===== src/rtl/port_link.sv =====
// PORTA bridge: processor writes are queued in a small TX FIFO and drained over valid/ready.
// Bytes from an external producer land in a one-entry holding register that the processor reads.
module port_link #(
    parameter int DATA_WIDTH = 8,
    parameter int DEPTH      = 4
) (
    input  logic                   CLK,
    input  logic                   RESET,
    input  logic                   PORT_WR,
    input  logic [DATA_WIDTH-1:0]  PORT_WDATA,
    input  logic                   PORT_RD,
    output logic [DATA_WIDTH-1:0]  PORT_RDATA,
    output logic                   RX_FULL,
    output logic [DATA_WIDTH-1:0]  TX_DATA,
    output logic                   TX_VALID,
    input  logic                   TX_READY,
    input  logic [DATA_WIDTH-1:0]  RX_DATA,
    input  logic                   RX_VALID,
    output logic                   RX_READY,
    output logic [$clog2(DEPTH):0] TX_COUNT,
    output logic                   TX_OVF
);

    localparam int PTR_W = $clog2(DEPTH);
    localparam int CNT_W = PTR_W + 1;

    logic [DATA_WIDTH-1:0] mem [DEPTH];
    logic [PTR_W-1:0]      wr_ptr;
    logic [PTR_W-1:0]      rd_ptr;
    logic [CNT_W-1:0]      count;
    logic                  tx_ovf;
    logic                  rx_full;
    logic [DATA_WIDTH-1:0] rx_byte;

    logic fifo_full;
    logic pop;
    logic push;
    logic drop;
    logic rx_accept;

    // DEPTH is a power of two, so the natural binary wrap is the modulo-DEPTH advance.
    function automatic logic [PTR_W-1:0] ptr_next(input logic [PTR_W-1:0] p);
        return p + PTR_W'(1);
    endfunction

    assign fifo_full = (count == CNT_W'(DEPTH));
    assign pop       = TX_VALID && TX_READY;
    assign push      = PORT_WR && (!fifo_full || pop);
    assign drop      = PORT_WR && fifo_full && !pop;
    assign rx_accept = RX_VALID && RX_READY;

    // Storage carries no reset; the pointers alone decide what is live.
    always_ff @(posedge CLK) begin
        if (push) begin
            mem[wr_ptr] <= PORT_WDATA;
        end
    end

    always_ff @(posedge CLK) begin
        if (RESET) begin
            wr_ptr <= '0;
            rd_ptr <= '0;
            count  <= '0;
            tx_ovf <= 1'b0;
        end else begin
            if (push) begin
                wr_ptr <= ptr_next(wr_ptr);
            end
            if (pop) begin
                rd_ptr <= ptr_next(rd_ptr);
            end
            if (push && !pop) begin
                count <= count + CNT_W'(1);
            end else if (pop && !push) begin
                count <= count - CNT_W'(1);
            end
            if (drop) begin
                tx_ovf <= 1'b1;
            end
        end
    end

    // A read only clears the full flag; the byte stays visible on PORT_RDATA.
    always_ff @(posedge CLK) begin
        if (RESET) begin
            rx_full <= 1'b0;
            rx_byte <= '0;
        end else if (rx_accept) begin
            rx_full <= 1'b1;
            rx_byte <= RX_DATA;
        end else if (PORT_RD && rx_full) begin
            rx_full <= 1'b0;
        end
    end

    assign TX_COUNT   = count;
    assign TX_VALID   = (count != '0);
    assign TX_DATA    = TX_VALID ? mem[rd_ptr] : '0;
    assign TX_OVF     = tx_ovf;
    assign RX_FULL    = rx_full;
    assign PORT_RDATA = rx_byte;
    assign RX_READY   = !rx_full && !RESET;

endmodule


===== config.mk =====
export PLATFORM = sky130hd
export DESIGN_NAME = port_link
export DESIGN_NICKNAME = d
export VERILOG_FILES = /design/src/rtl/port_link.sv
export SDC_FILE = /design/constraint.sdc
export NUM_CORES = 1
export LEC_CHECK = 0
export ABC_CLOCK_PERIOD_IN_PS = 5050
export CAP_MARGIN = 10
export CORE_MARGIN = 10
export CORE_UTILIZATION = 48
export DETAILED_ROUTE_END_ITERATION = 6
export GPL_TIMING_DRIVEN = 1
export HOLD_SLACK_MARGIN = 0.15
export PLACE_DENSITY = 0.78
export SLEW_MARGIN = 20
export SYNTH_ARGS = -nofsm -noshare
export SYNTH_HDL_FRONTEND = slang
export SYNTH_SLANG_ARGS = --single-unit
export TNS_END_PERCENT = 5

===== constraint.sdc =====
create_clock -name CLK -period 5.05 [get_ports CLK]
set_clock_uncertainty 0.15 [all_clocks]
set_input_delay 0.7575 -clock CLK [delete_from_list [all_inputs] [get_ports CLK]]
set_output_delay 0.7575 -clock CLK [all_outputs]
set_load 0.02 [all_outputs]

# Word-level counts from Yosys, hierarchy flattened
# Memory sizes are Yosys's and may differ from the RTL's. A register that Yosys moved wholly into a read port is not among the register bits.
# Cells that the tools add are included.
classes:
  add_sub_neg: 4
  eq_ne: 1
  muxes: 9
  n_reduce_logical: 18
ops:
  columns: ["cell", "n"]
  rows:
  - ["logical AND 1 bit", 9]
  - ["2-to-1 mux 8 bit", 1]
  - ["2-to-1 mux 3 bit", 2]
  - ["zero test 1 bit", 5]
  - ["adder 2 x 1 -> 2 bit (second input constant)", 2]
  - ["2-to-1 mux 1 bit", 4]
  - ["2-to-1 mux 2 bit", 2]
  - ["nonzero test 2 bit", 2]
  - ["adder 3 x 1 -> 3 bit (second input constant)", 1]
  - ["equality test 3 bit (second input constant)", 1]
  - ["nonzero test 3 bit", 1]
  - ["subtractor 3 x 1 -> 3 bit (second input constant)", 1]
  - ["logical OR 1 bit", 1]
word_totals:
  ff_bits: 17
  ram_bits: 32
  in_bits: 22
  out_inout_bits: 23
  wordCells: 39
  memories: 1
mem_list:
  columns: ["memory", "depth", "word_bits", "read_ports", "rd_ports_with_merged_regs", "write_ports", "line", "text"]
  rows:
  - ["mem", 4, 8, 1, 1, 1, "27", "logic [DATA_WIDTH-1:0] mem [DEPTH];"]

# Logic depth before layout (Yosys ltp)
# Gate-level depths: netlist of the first run.
logic_depth:
  ltp_word: 8
  mapped_depth: 9
  mapped_depth_nobuf: 8

# Worst setup path after synthesis of the first run
# No wires, ideal clock.
synth_path:
  path_type: "input to register"
  from: "in TX_READY"
  to: "reg count[2] (netlist: TX_COUNT[2])"
  setup_ns: 0.070
  arrival_time_ns: 2.210
  required_ns: 4.830
  setup_slack_ns: 2.620
  stages: 9
  n_path_buf: 1
  path_cell_list: "nor4b_4 > nor2b_1 > buf_6 > ha_1 > inv_1 > fa_1 > xor2_1 > or3_1 > a21oi_1"
synth_via:
  elab_chain_cells: 6
  elab_cells_between_ends: 9
synth_lines:
  columns: ["item", "line", "text"]
  rows:
  - ["start: declaration", "16", "input logic TX_READY,"]
  - ["logical AND 1 bit (*)", "47", "assign pop = TX_VALID && TX_READY;"]
  - ["logical OR 1 bit (*)", "48", "assign push = PORT_WR && (!fifo_full || pop);"]
  - ["logical AND 1 bit (*)", "48", null]
  - ["via push", "37", "logic push;"]
  - ["zero test 1 bit", "74", "end else if (pop && !push) begin"]
  - ["logical AND 1 bit", "74", null]
  - ["nonzero test 2 bit (no source line)", null, null]
  - ["end signal: assignment", "73", "count <= count + CNT_W'(1);"]
  - ["end signal: assignment", "75", "count <= count - CNT_W'(1);"]
  - ["end: declaration", "30", "logic [CNT_W-1:0] count;"]
# Mark *: on every way through the listed nets, which the timed path passes. The rest lies on a longest branch.
# A chain may end at the register's enable or synchronous reset.

# Worst setup path after layout of the first run
layout_path:
  from: "in RESET"
  to: "out RX_READY"
layout_via:
  elab_chain_cells: 2
layout_lines:
  columns: ["item", "line", "text"]
  rows:
  - ["start: declaration", "8", "input logic RESET,"]
  - ["zero test 1 bit", "102", "assign RX_READY = !rx_full && !RESET;"]
  - ["logical AND 1 bit", "102", null]
  - ["end: declaration", "19", "output logic RX_READY,"]
# Every way passes these cells.

==> results.md, run 1 <==
* # fillers at 297
* Nets at 217
* CP Max Fanout at 21
* Overflow after GRT at 0
* Vias per std cell at 5.20
* Critical Path Source: RESET
* Vias at 1248
* Sequential area share after synthesis at 65.6%
* Pre-Repair DR Iteration Count at 2
* Final period util at 65.7%
* Largest net degree at the start of global routing at 22
* Site Rows at 23
* Final Hold Viols at 0
* Share of layout cells above drive strength 1 at 9.47%
* Reg2reg path depth at 8
* Synth top cells by count: 32 x edfxtp_1, 19 x dfxtp_1, 17 x nand2_1
* Max frequency at 302 MHz
* Worst-Margin Slew at 0.717 ns
* Post-CTS Hold Buffers at 0
* H-tree Lvls at 2
* Multi-input logic area at 649 µm²
* Initial drt markers at 83
* Leak pwr at 0.920 nW
* Hpwl dp at 3060 µm
* Placer Congestion at 0.682
* Storage cell area at 1340 µm²
* Syn nets at 173
* Worst path required time at 4.14 ns
* Dpl cells at 232
* Cell Area, Synth at 2050 µm²
* Share of the synthesized area in the top cell type at 47.0%
* Data arrival time of the critical path at 2.41 ns
* Placeable Area at 4060 µm²
* PortBufs at 44
* Ys Warns at 0
* Post-Synth Adder-Cell Area at 4.04%
* Most frequent cell after synthesis: edfxtp_1
* Kind of critical path: input pin to output pin
* Worst min path class: flip-flop to flip-flop
* Die area at 7270 µm²
* Worst-Skew Late Latency at 0.30 ns
* Distinct cells, synth at 24
* Area grow syn2layout at 28.3%
* Routed WL at 4150 µm
* Setup crit end kind: output pin
* Max cap viols at 0
* Multiplexer share of the synthesized area at 10.5%
* Setup WS post-layout at 1.73 ns
* First-pass GRT wire length at 6780 µm
* Post-Synth XOR/XNOR Area at 1.28%
* Reg-to-reg endpoint: TX_COUNT[2]
* Pre-CTS WS at 1.71 ns
* Final Max Slew Viols at 0
* Antenna Cells at 0
* Quantity of gates resized following cts at 0
* Post-layout min period at 3.32 ns
* CTS root buf: clkbuf_8
* Initial antenna violation count at 0
* Register bit total from synthesis at 51
* Maximum vdd drop at 0.202 mV
* TritonCTS clock tree: yes
* Post-synth EDFFs at 32
* Slew headroom at 52.1%
* Die width at 85.3 µm
* CP startpoint kind: input pin
* Clock sinks at 51
* R2R setup slack at 2.47 ns
* Chip height at 85.3 µm
* Synth Area in Compound Gates at 3.79%
* Post-Synth Simple-Gate Area at 12.1%
* Synth top area cells: edfxtp_1 47%, dfxtp_1 19%, mux4_2 8.8%
* Initial Utilization at 50.4%
* Unrepaired setup endpoints after global routing: false
* Post-CTS setup buffer count at 0
* Non-filler instance count after layout at 240
* Final setup vio count at 0
* Post-route cell area at 2620 µm²
* Yosys top cell by area: edfxtp_1
* Status: finished, final reports clean
* Crit path capture: RX_READY
* TNS Setup at 0 ns
* Avg Cell Area, Syn at 14.1 µm²
* Placed instance area at 2520 µm²
* Largest family of logic cells by synthesized area: simple AND/OR/NAND/NOR gates
* Clock buffer depth at 2
* Vias in the first global route at 1345
* Pwr per Cell Area at 486 nW/µm²
* FF-to-FF Start: TX_COUNT[0]
* Async S/R FF share, synth at 0%
* WL/cell at 17.3 µm
* Register clock-pin slew on the reported worst setup and hold paths at 0.08 ns
* Post-route DRC at 0
* Total CTS buffers at 5
* Top Ports at 45
* Final ANT Viol Nets at 0
* Synthesized instance count at 145
* Total GRT Usage at 11.8%
* Main flop type after synthesis: edfxtp_1
[metrics by stage]
stage / total power [mW] / util, % / hold slack, ns
3_3_place_gp: 1.00 / 62.0 / 0.298
5_1_grt: 1.34 / 64.7 / 0.336
3_5_place_dp: 1.03 / 62.0 / 0.300
6_report: 1.28 / 64.7 / 0.318
2_1_floorplan: 0.821 / - / 0.309
4_1_cts: 1.29 / 64.7 / 0.317
[layout by cell type (no fill, tap or decap)]
cell type,Yosys,routed
o31ai_1,1,1
clkinv_1,0,1
clkinv_2,0,1
mux2i_1,2,2
nor2_1,8,8
mux4_2,8,8
inv_1,4,4
ha_1,5,5
xor2_1,3,3
nand2_1,17,17
o21ai_0,2,2
or3_1,2,2
fa_1,1,1
buf_4,0,1
clkbuf_8,0,5
edfxtp_1,32,32
nor2b_1,10,10
nand2b_1,4,4
mux2_4,1,1
nor3_1,1,1
and2_1,4,4
clkdlybuf4s50_1,0,44
bufinv_16,0,1
a21oi_1,12,12
dfxtp_1,19,19
nor4b_4,1,1
[sequential cells by signal, indices dropped and copies added (netlist names), named ones only]
signal	flops
mem	32
PORT_RDATA	8
TX_COUNT	3
rd_ptr	2
wr_ptr	2
RX_FULL	1
TX_OVF	1
[layer usage]
layer / track usage (%) / part of all wire, % / vias up
met2: 21.8 / 57 / 26
met3: 3.54 / 5.0 / 7
li1: - / - / 604
met1: 11.7 / 36 / 611
met4: 5.39 / 1.9 / 0
met5: 0 / 0 / -
[how the worst min path moves through the flow]
| stage | from | end | slack, ns | depth (start not counted) |
|---|---|---|---|---|
| after floorplan | rd_ptr[1] | flip-flop | 0.31 | 2 |
| after global placement | PORT_RDATA[2] | PORT_RDATA[2] | 0.30 | 2 |
| after detailed placement | PORT_RDATA[3] | PORT_RDATA[3] | 0.30 | 2 |
| after CTS | PORT_RDATA[3] | PORT_RDATA[3] | 0.32 | 2 |
| after global routing | PORT_RDATA[1] | PORT_RDATA[1] | 0.34 | 2 |
| final | PORT_RDATA[3] | PORT_RDATA[3] | 0.32 | 2 |
[layout make-up]
cell class | instances | area share, %
Clock buffer | 5 | 2.62
Timing Repair Buffer | 45 | 17.1
Inverter | 4 | 0.572
Sequential cell | 51 | 51.1
Clock inverter | 3 | 1.48
Multi-Input combinational cell | 82 | 24.7
Tap cell | 50 | 2.38
[worst max-delay path: stages]
cell             delay [ns]
clkdlybuf4s50_1        0.77
nor2_1                 0.23
clkdlybuf4s50_1        0.64
[where the power goes]
part / internal, mW / total, mW / leakage, nW / switching [mW]
registers: 0.493 / 0.550 / 0.450 / 0.0570
logic: 0.236 / 0.458 / 0.414 / 0.222
clock network: 0.145 / 0.269 / 0.0556 / 0.124
total: 0.874 / 1.28 / 0.920 / 0.403
[cells by family (layout without fill, tap and decap cells)]
kind of cell               count (synthesis)  after routing
buffers and inverters                     12             57
DFF                                       51             51
and+or+nand+nor                           47             47
AOI/OAI and AO/OA                         15             15
xor gates and xnor gates                   3              3
adders and majority gates                  6              6
muxes                                     11             11
No activity file was read; power rests on OpenSTA's default activity.
==> run 2: changes to the inputs <==
- ABC_CLOCK_PERIOD_IN_PS: 5050 -> 3470
- clock period: 5.05 -> 3.47 ns (I/O delays scaled with it)
==> run 2 against run 1 <==
Against the previous run:
- sequential share of layout area fell by 0.84 points
- setup slack got worse by 1.2 ns
- wire length grew 0.63%
- first-iteration DRC count fell by 54%
- worst hold slack improved by 0.0063 ns
- critical path depth stayed put
- clock power grew 77%
- global-route usage decreased by 0.14 points
- via count decreased by 1.0%
==> results.md, run 2 (same netlist as run 1, synthesis figures left out) <==
* Final Core Density at 65.7% (+1.1 points)
* Clock power frac at 24.4% (+3.3 points)
* Switching power at 0.594 mW (+47%)
* Total GRT Usage at 11.6% (-0.14 points)
* Reg with most FFs: mem
* Post-CTS setup buffer count at 0 (unchanged)
* Hpwl dp at 3070 µm (+0.34%)
* CP Max Fanout at 8 (-62%)
* Placed instance area at 2530 µm² (+0.60%)
* Site Rows at 23 (unchanged)
* Reg-to-reg endpoint: TX_COUNT[2]
* Chip height at 85.3 µm (unchanged)
* CTS root buf: clkbuf_8
* Worst min path class: flip-flop to flip-flop
* Nets at 219 (+0.92%)
* Setup WS post-layout at 0.541 ns (-1.19 ns)
* Largest net degree at the start of global routing at 22 (unchanged)
* TNS Setup at 0 ns (unchanged)
* Maximum vdd drop at 0.377 mV (+86%)
* Pwr per Cell Area at 729 nW/µm² (+50%)
* Pwr Total at 1.94 mW (+52%)
* H-tree Lvls at 2 (unchanged)
* FF-to-FF Start: TX_COUNT[0]
* Unrepaired setup endpoints after global routing: false
* Number of buffers and inverters on the critical path at 1 (-1)
* Clock buffer depth at 2 (unchanged)
* Final Hold Viols at 0 (unchanged)
* Final ANT Viol Nets at 0 (unchanged)
* Cell family with most CP delay: flip-flops
* Post-route DRC at 0 (unchanged)
* Kind of critical path: flip-flop to output pin
* Comb pwr share at 34.5% (-1.4 points)
* Initial antenna violation count at 0 (unchanged)
* Post-CTS Hold Buffers at 0 (unchanged)
* Non-filler instance count after layout at 242 (+0.83%)
* Top Ports at 45 (unchanged)
* Met2 Usage GRT at 21.9% (+0.068 points)
* Initial Utilization at 50.4% (unchanged)
* Overflow after GRT at 0 (unchanged)
* PortBufs at 44 (unchanged)
* Final period util at 84.4%
* Leak pwr at 0.938 nW (+2.0%)
* Status: finished, final reports clean
* Routed WL at 4170 µm (+0.63%)
* Number of flip-flops in the largest register at 32 (unchanged)
* Final Max Slew Viols at 0 (unchanged)
* Placeable Area at 4060 µm² (unchanged)
* GR Layer Usage met1 at 11.3% (-0.34 points)
* Worst path required time at 2.80 ns (-1.34 ns)
* Hold path depth at 2 (unchanged)
* Max cap viols at 0 (unchanged)
* Crit-path slowest cell: dfxtp_1
* Dpl cells at 234 (+0.86%)
* Die width at 85.3 µm (unchanged)
* Worst-Margin Slew at 0.548 ns (-0.169 ns)
* CP max stage delay at 0.68 ns (-0.09 ns)
* Area grow syn2layout at 30.4%
* Share of layout cells above drive strength 1 at 10.9% (+1.5 points)
* Reg2reg path depth at 9 (+1)
* Pint at 1.35 mW (+54%)
* Min-Delay Endpoint: PORT_RDATA[6]
* Clock sinks at 51 (unchanged)
* Final setup vio count at 0 (unchanged)
* Worst-Skew Late Latency at 0.30 ns (about the same)
* M3 GR Usage at 4.21% (+0.67 points)
* Most common cell after layout, fill and taps aside: clkdlybuf4s50_1
* Most frequent cells in the layout: 44 x clkdlybuf4s50_1, 32 x edfxtp_1, 19 x dfxtp_1
* CP Cell Sequence: mux4_2 -> nor2b_1 -> clkdlybuf4s50_1
* Pre-Repair DR Iteration Count at 4 (+2)
* Antenna Cells at 0 (unchanged)
* Placer Congestion at 0.751 (+10%)
* Pre-CTS WS at 0.567 ns (-1.15 ns)
* Hold slack at 0.324 ns (+0.00625 ns)
* Switching Share at 30.5% (-0.99 points)
* Data arrival time of the critical path at 2.26 ns (-0.15 ns)
* Vias per std cell at 5.10 (-1.9%)
* Slew headroom at 63.4% (+11 points)
* R2R setup slack at 1.08 ns (-1.39 ns)
* Die area at 7270 µm² (unchanged)
* Most Crowded Layer GR: met2
* TritonCTS clock tree: yes
* First-pass GRT wire length at 6690 µm (-1.3%)
* Post-layout min period at 2.93 ns
* Vias in the first global route at 1333 (-0.89%)
* Total CTS buffers at 5 (unchanged)
* Max frequency at 341 MHz
* WL/cell at 17.2 µm (-0.20%)
* Hold wc startpoint: PORT_RDATA[6]
* Setup crit end kind: output pin
* CP startpoint kind: flip-flop
* Register clock-pin slew on the reported worst setup and hold paths at 0.09 ns (about the same)
* Initial drt markers at 38 (-54%)
* Sequential power share at 41.1% (-2.0 points)
* Vias at 1235 (-1.0%)
* Quantity of gates resized following cts at 0 (unchanged)
* Post-route cell area at 2670 µm² (+1.7%)
-- run 2: area by class of cell --
| class | instances | area (µm²) |
|---|---|---|
| clock buffer | 5 | 68.8 |
| tap | 50 | 62.6 |
| timing repair buffer | 47 | 463 |
| inverter | 4 | 15.0 |
| multi-input combinational | 82 | 649 |
| fill | 289 | 1390 |
| clock inverter | 3 | 67.6 |
| sequential | 51 | 1340 |
-- run 2: metal layers --
layer	share of wire [%]	vias up
met5	0	-
met4	1.3	0
met3	5.2	6
met2	56	29
met1	38	599
li1	-	601
-- run 2: how the worst max path moves through the flow --
stage                      startpoint     endpoint  slack [ns]  cells past startpoint
after floorplan           TX_COUNT[0]  TX_COUNT[2]        1.17                      9
after global placement       TX_READY  TX_COUNT[2]        0.68                     10
after detailed placement     TX_READY  TX_COUNT[2]        0.57                     10
after CTS                   flip-flop   TX_DATA[2]        0.49                      3
after global routing        flip-flop   TX_DATA[2]        0.39                      3
final                       flip-flop   TX_DATA[2]        0.54                      3
-- run 2: tightest hold or removal path, stage by stage (launching register included) --
cell,delay [ns]
dfxtp_1,0.32
nand2_1,0.05
a21oi_1,0.06
-- run 2: power groups by stage --
stage	Clock [mW]	Sequential, mW	Combinational [mW]
2_1_floorplan	0	0.801	0.393
3_3_place_gp	0	0.810	0.653
3_5_place_dp	0	0.816	0.675
4_1_cts	0.484	0.802	0.683
5_1_grt	0.508	0.815	0.714
6_report	0.475	0.798	0.670
==> patch 1, RTL diff (settings of run 2) <==
Set the parameter `DEPTH` to 2 (it was 4).
--- a/src/rtl/port_link.sv
+++ b/src/rtl/port_link.sv
@@ -3,5 +3,5 @@
 module port_link #(
     parameter int DATA_WIDTH = 8,
-    parameter int DEPTH      = 4
+    parameter int DEPTH      = 2
 ) (
     input  logic                   CLK,
Interface: changed (resized TX_COUNT); port bits go from 45 to 44. No check against the original RTL was run, so the function may have changed too.
==> patch 1 against run 2 <==
Final area down 37%; wire length down 36%; total power down 45%; combinational power down 41%; area after synthesis down 42%; sequential cell count down 20; setup slack better by 380 ps; utilization up 8.4 points; register-to-register slack better by 560 ps; critical path type unchanged; largest cell class unchanged; largest power group unchanged.
==> patch 1: results (changes against run 2) <==
{| class="wikitable"
! Metric !! Value
|-
| Status || finished, final reports clean
|-
| Gpl congestion || 0.731 (-2.6%)
|-
| Wire length of the first global-routing pass || 4360 um (-35%)
|-
| Slowest cell on crit path || sky130_fd_sc_hd__clkdlybuf4s50_1
|-
| Count of input and output buffers || 43 (-2.3%)
|-
| Share of cell area taken by muxes after synthesis || 0.0801 (-0.0251)
|-
| Syn_nets || 126 (-27%)
|-
| Number of flip-flops under the largest register name || 16 (-50%)
|-
| Transition time at the pin with the least slew margin || 654 ps (+106 ps)
|-
| Max Clock Freq || 0.392 GHz (+15%)
|-
| Top Family by Delay on Critical Path || simple AND/OR/NAND/NOR gates
|-
| CP peak stage delay || 570 ps (-110 ps)
|-
| Sequential fraction of the synthesis area || 0.658 (+0.00188)
|-
| Maximum vdd drop || 409 uV (+8.6%)
|-
| Skew-Pair Late Insertion Delay || 320 ps (+20 ps)
|-
| Filler Cell Count || 170 (-41%)
|-
| Biggest fanout along the worst timing path || 9 (+1)
|-
| Adder-cell share of the synthesized area || 0.0105 (-0.0298)
|-
| Dominant cells by area after synthesis || sky130_fd_sc_hd__edfxtp_1 (40%), sky130_fd_sc_hd__dfxtp_1 (25%), sky130_fd_sc_hd__mux2i_1 (6.7%)
|-
| Leakage dissipation || 0.617 nW (-34%)
|-
| Detailed-route wire length per cell || 15.0 um (-13%)
|-
| Fraction of the mapped netlist area in compound gates || 0.0548 (+0.0169)
|-
| Total via count after detailed routing || 877 (-29%)
|-
| Clock root buffer || sky130_fd_sc_hd__clkbuf_4
|-
| Worst-case reg-to-reg path depth || 3 (-6)
|-
| Fraction of layout cells with a size suffix above 1 || 0.0667 (-0.0427)
|-
| GR Util All Layers || 0.114 (-0.00231)
|-
| Drt first-iter violations || 20 (-47%)
|-
| Post-synth top cells || sky130_fd_sc_hd__edfxtp_1 (16), sky130_fd_sc_hd__nand2_1 (16), sky130_fd_sc_hd__dfxtp_1 (15), sky130_fd_sc_hd__nor2_1 (15), sky130_fd_sc_hd__a21oi_1 (11)
|-
| Place WS || 1070 ps (+502 ps)
|-
| HPWL Detailed || 2080 um (-32%)
|}
[patch 1: cell types whose count changed after synthesis, sizes merged, moves of 6 or more]
cell	delta
mux4	-8
nor2	+7
edfxtp	-16
nor2b	-6
mux2i	+6
[patch 1: layout make-up]
type / count / area [um2] / area share
Clock buffer: 7 / 45.0 / 0.0267
Multi-Input combinational cell: 66 / 380 / 0.225
Inverter: 1 / 3.75 / 0.00222
Tap cell: 28 / 35.0 / 0.0208
Sequential cell: 31 / 781 / 0.463
Timing Repair Buffer: 44 / 438 / 0.259
Clock inverter: 1 / 5.00 / 0.00297
[patch 1: worst reg2reg max path: stages (launching register included)]
cell and delay [ps]:
sky130_fd_sc_hd__dfxtp_1 460, sky130_fd_sc_hd__nor3b_2 90, sky130_fd_sc_hd__nor2b_2 200, sky130_fd_sc_hd__nor2b_1 570
[patch 1: kinds of logic after synthesis]
kind of cell / count (synthesis)
adders and majority gates: 1
DFF: 31
AOI/OAI and AO/OA: 13
muxes: 9
xor gates and xnor gates: 3
and+or+nand+nor: 40
buffers and inverters: 6
[patch 1: per-layer routing]
| metal | GRT usage | routed length (um) | up-vias | part of all wire |
|---|---|---|---|---|
| met2 | 0.185 | 1300 | 41 | 0.49 |
| li1 | - | - | 439 | - |
| met4 | 0.0652 | 30 | 0 | 0.011 |
| met3 | 0.0813 | 324 | 4 | 0.12 |
| met1 | 0.101 | 1010 | 393 | 0.38 |
| met5 | 0 | 0 | - | 0 |
[patch 1: how the worst min path moves through the flow]
stage	start	to	slack, ps	cells after the start
2_1_floorplan	rd_ptr$_SDFFE_PP0N_	register	320	2
3_3_place_gp	PORT_RDATA[4]$_SDFFE_PP0P_	PORT_RDATA[4]$_SDFFE_PP0P_	290	2
3_5_place_dp	PORT_RDATA[4]$_SDFFE_PP0P_	PORT_RDATA[4]$_SDFFE_PP0P_	300	2
4_1_cts	PORT_RDATA[0]$_SDFFE_PP0P_	PORT_RDATA[0]$_SDFFE_PP0P_	320	2
5_1_grt	PORT_RDATA[6]$_SDFFE_PP0P_	PORT_RDATA[6]$_SDFFE_PP0P_	340	2
6_report	PORT_RDATA[2]$_SDFFE_PP0P_	PORT_RDATA[2]$_SDFFE_PP0P_	310	2
[patch 1: where the power goes]
part	switching, W	leakage (nW)	internal, W
clock	0.000111	0.0293	0.0000788
combinational	0.000200	0.314	0.000193
sequential	0.0000432	0.273	0.000435
[patch 1: through the flow]
step | hold WS [ps] | power (W)
after global routing | 336 | 0.00113
after CTS | 316 | 0.00108
after global placement | 292 | 0.000871
after floorplan | 322 | 0.000698
after detailed placement | 304 | 0.000885
final | 312 | 0.00106
==> patch 2, RTL diff (settings of run 2) <==
Made on the original files. Make the reset (`RESET`) asynchronous in 2 clocked blocks.
--- a/src/rtl/port_link.sv
+++ b/src/rtl/port_link.sv
@@ -57,5 +57,5 @@
     end
 
-    always_ff @(posedge CLK) begin
+    always_ff @(posedge CLK or posedge RESET) begin
         if (RESET) begin
             wr_ptr <= '0;
@@ -82,5 +82,5 @@
 
     // A read only clears the full flag; the byte stays visible on PORT_RDATA.
-    always_ff @(posedge CLK) begin
+    always_ff @(posedge CLK or posedge RESET) begin
         if (RESET) begin
             rx_full <= 1'b0;
Behaviour: differs if RESET is asserted again (counterexample within 4 cycles, from zero or initial values and one cycle with RESET high); with RESET held inactive, the same outputs for 10 cycles.
==> patch 2 against run 2 <==
Setup slack worse by 72 ps; non-clock buffer count shrank 3; wire length decreased by 9.9%; final area fell by 3.6%; highest routed layer unchanged; die area fell by 0.81%; total power rose by 6.6%; utilization down 1.9 points; sequential cell count decreased by 2; area after synthesis decreased by 1.0%; first-iteration DRC count up 110%.
==> patch 2: results (changes against run 2) <==
{| class="wikitable"
! Metric !! Value
|-
| Status || finished, final reports clean
|-
| Fraction of the mapped netlist area in compound gates || 0.00742 (-0.0305)
|-
| Routing usage on met3 || 0.0392 (-0.00287)
|-
| Biggest fanout along the worst timing path || 10 (+2)
|-
| Layout clock buffer count || 7 (+2)
|-
| Slowest cell on crit path || sky130_fd_sc_hd__dfrtp_1
|-
| Worst Hold Slack || 327 ps (+3.07 ps)
|-
| Min-Delay Path Depth || 1 (-1)
|-
| Area share of xor/xnor cells in the synthesized design || 0.0260 (+0.0131)
|-
| Worst setup margin || 470 ps (-71.6 ps)
|-
| Fraction of area in non-clock buffers || 0.171 (-0.00234)
|-
| Dpl cells || 200 (-15%)
|-
| Sequential fraction of the synthesis area || 0.685 (+0.0291)
|-
| CP peak stage delay || 750 ps (+70 ps)
|-
| Met2 routed WL || 2170 um (-6.7%)
|-
| Detailed-route wire length per cell || 18.1 um (+4.8%)
|-
| Vias in the first global route || 1132 (-15%)
|-
| Fraction of layout cells with a size suffix above 1 || 0.158 (+0.0489)
|-
| Share of async-settable or async-resettable flops after synthesis || 0.347 (+0.347)
|-
| Worst-case reg-to-reg path depth || 8 (-1)
|-
| Clock-cell share of area || 0.0326 (-0.0185)
|-
| Post-synthesis instance total || 111 (-23%)
|-
| Share of cell area taken by multi-input logic gates || 0.226 (-0.0178)
|-
| Gpl congestion || 0.775 (+3.3%)
|-
| Origin of the worst min-delay path || TX_OVF$_DFFE_PP0P_
|-
| Place WS || 484 ps (-82.9 ps)
|-
| Share of cell area taken by muxes after synthesis || 0.146 (+0.0413)
|-
| Non-clock inverter count || 5 (+1)
|-
| Multi-input logic cell count || 52 (-37%)
|-
| Pin count of the biggest net entering global routing || 18 (-18%)
|-
| Number of distinct library cell variants in the gate-level netlist after synthesis || 22 (-8.3%)
|-
| Worst EP arrival || 2330 ps (+70 ps)
|-
| Met2 GRT Util || 0.193 (-0.0259)
|-
| Syn_nets || 139 (-20%)
|-
| Adder-cell share of the synthesized area || 0.0408 (+0.000424)
|-
| Metal1 wirelength || 1380 um (-13%)
|-
| Post-synth top cells || sky130_fd_sc_hd__edfxtp_1 (32), sky130_fd_sc_hd__dfrtp_1 (17), sky130_fd_sc_hd__and2_1 (13), sky130_fd_sc_hd__mux2_2 (9), sky130_fd_sc_hd__mux4_2 (8)
|-
| Via density per instance || 5.05 (-0.99%)
|-
| Combinational-cell power consumption || 0.000851 W (+27%)
|-
| HPWL Detailed || 2850 um (-7.1%)
|-
| Final std cells w/o fill || 208 (-14%)
|-
| Sequential fraction of total cell area || 0.539 (+0.0361)
|-
| Sequential cell fraction of total power || 0.437 (+0.026)
|-
| Total cell area at the placement stage || 0.00249 mm2 (-1.7%)
|-
| Internal power summed over all cells || 0.00139 W (+2.6%)
|-
| Signed area change from the synthesized netlist to the final layout || 27.1%
|-
| Filler Cell Count || 296 (+2.4%)
|-
| Reported net switching power || 0.000686 W (+16%)
|-
| Buffers, non-clock || 44 (-6.4%)
|-
| Met1 routing resource usage after global routing || 0.113 (+0.000273)
|}
## patch 2: changes by cell type after synthesis, sizes merged, moves of 6 or more
cell | before | now
a21oi | 12 | 0
nor2 | 8 | 2
nand2 | 17 | 1
nor2b | 10 | 1
mux2 | 1 | 10
and2 | 4 | 13
dfxtp | 19 | 0
dfrtp | 0 | 17
## patch 2: path summary, 6_finish.rpt
path / to
max: TX_DATA[6]
min: TX_OVF$_DFFE_PP0P_
max reg2reg: TX_COUNT[2]$_DFFE_PP0P_
min reg2reg: TX_OVF$_DFFE_PP0P_
max in group asynchronous: TX_COUNT[0]$_DFFE_PP0P_
min in group asynchronous: PORT_RDATA[3]$_DFFE_PP0P_
## patch 2: critical path, delay by kind of cell (launching register included)
kind,cells,cell delay (ps)
and+or+nand+nor,1,170
buffers and inverters,1,540
DFF,1,750
muxes,1,570
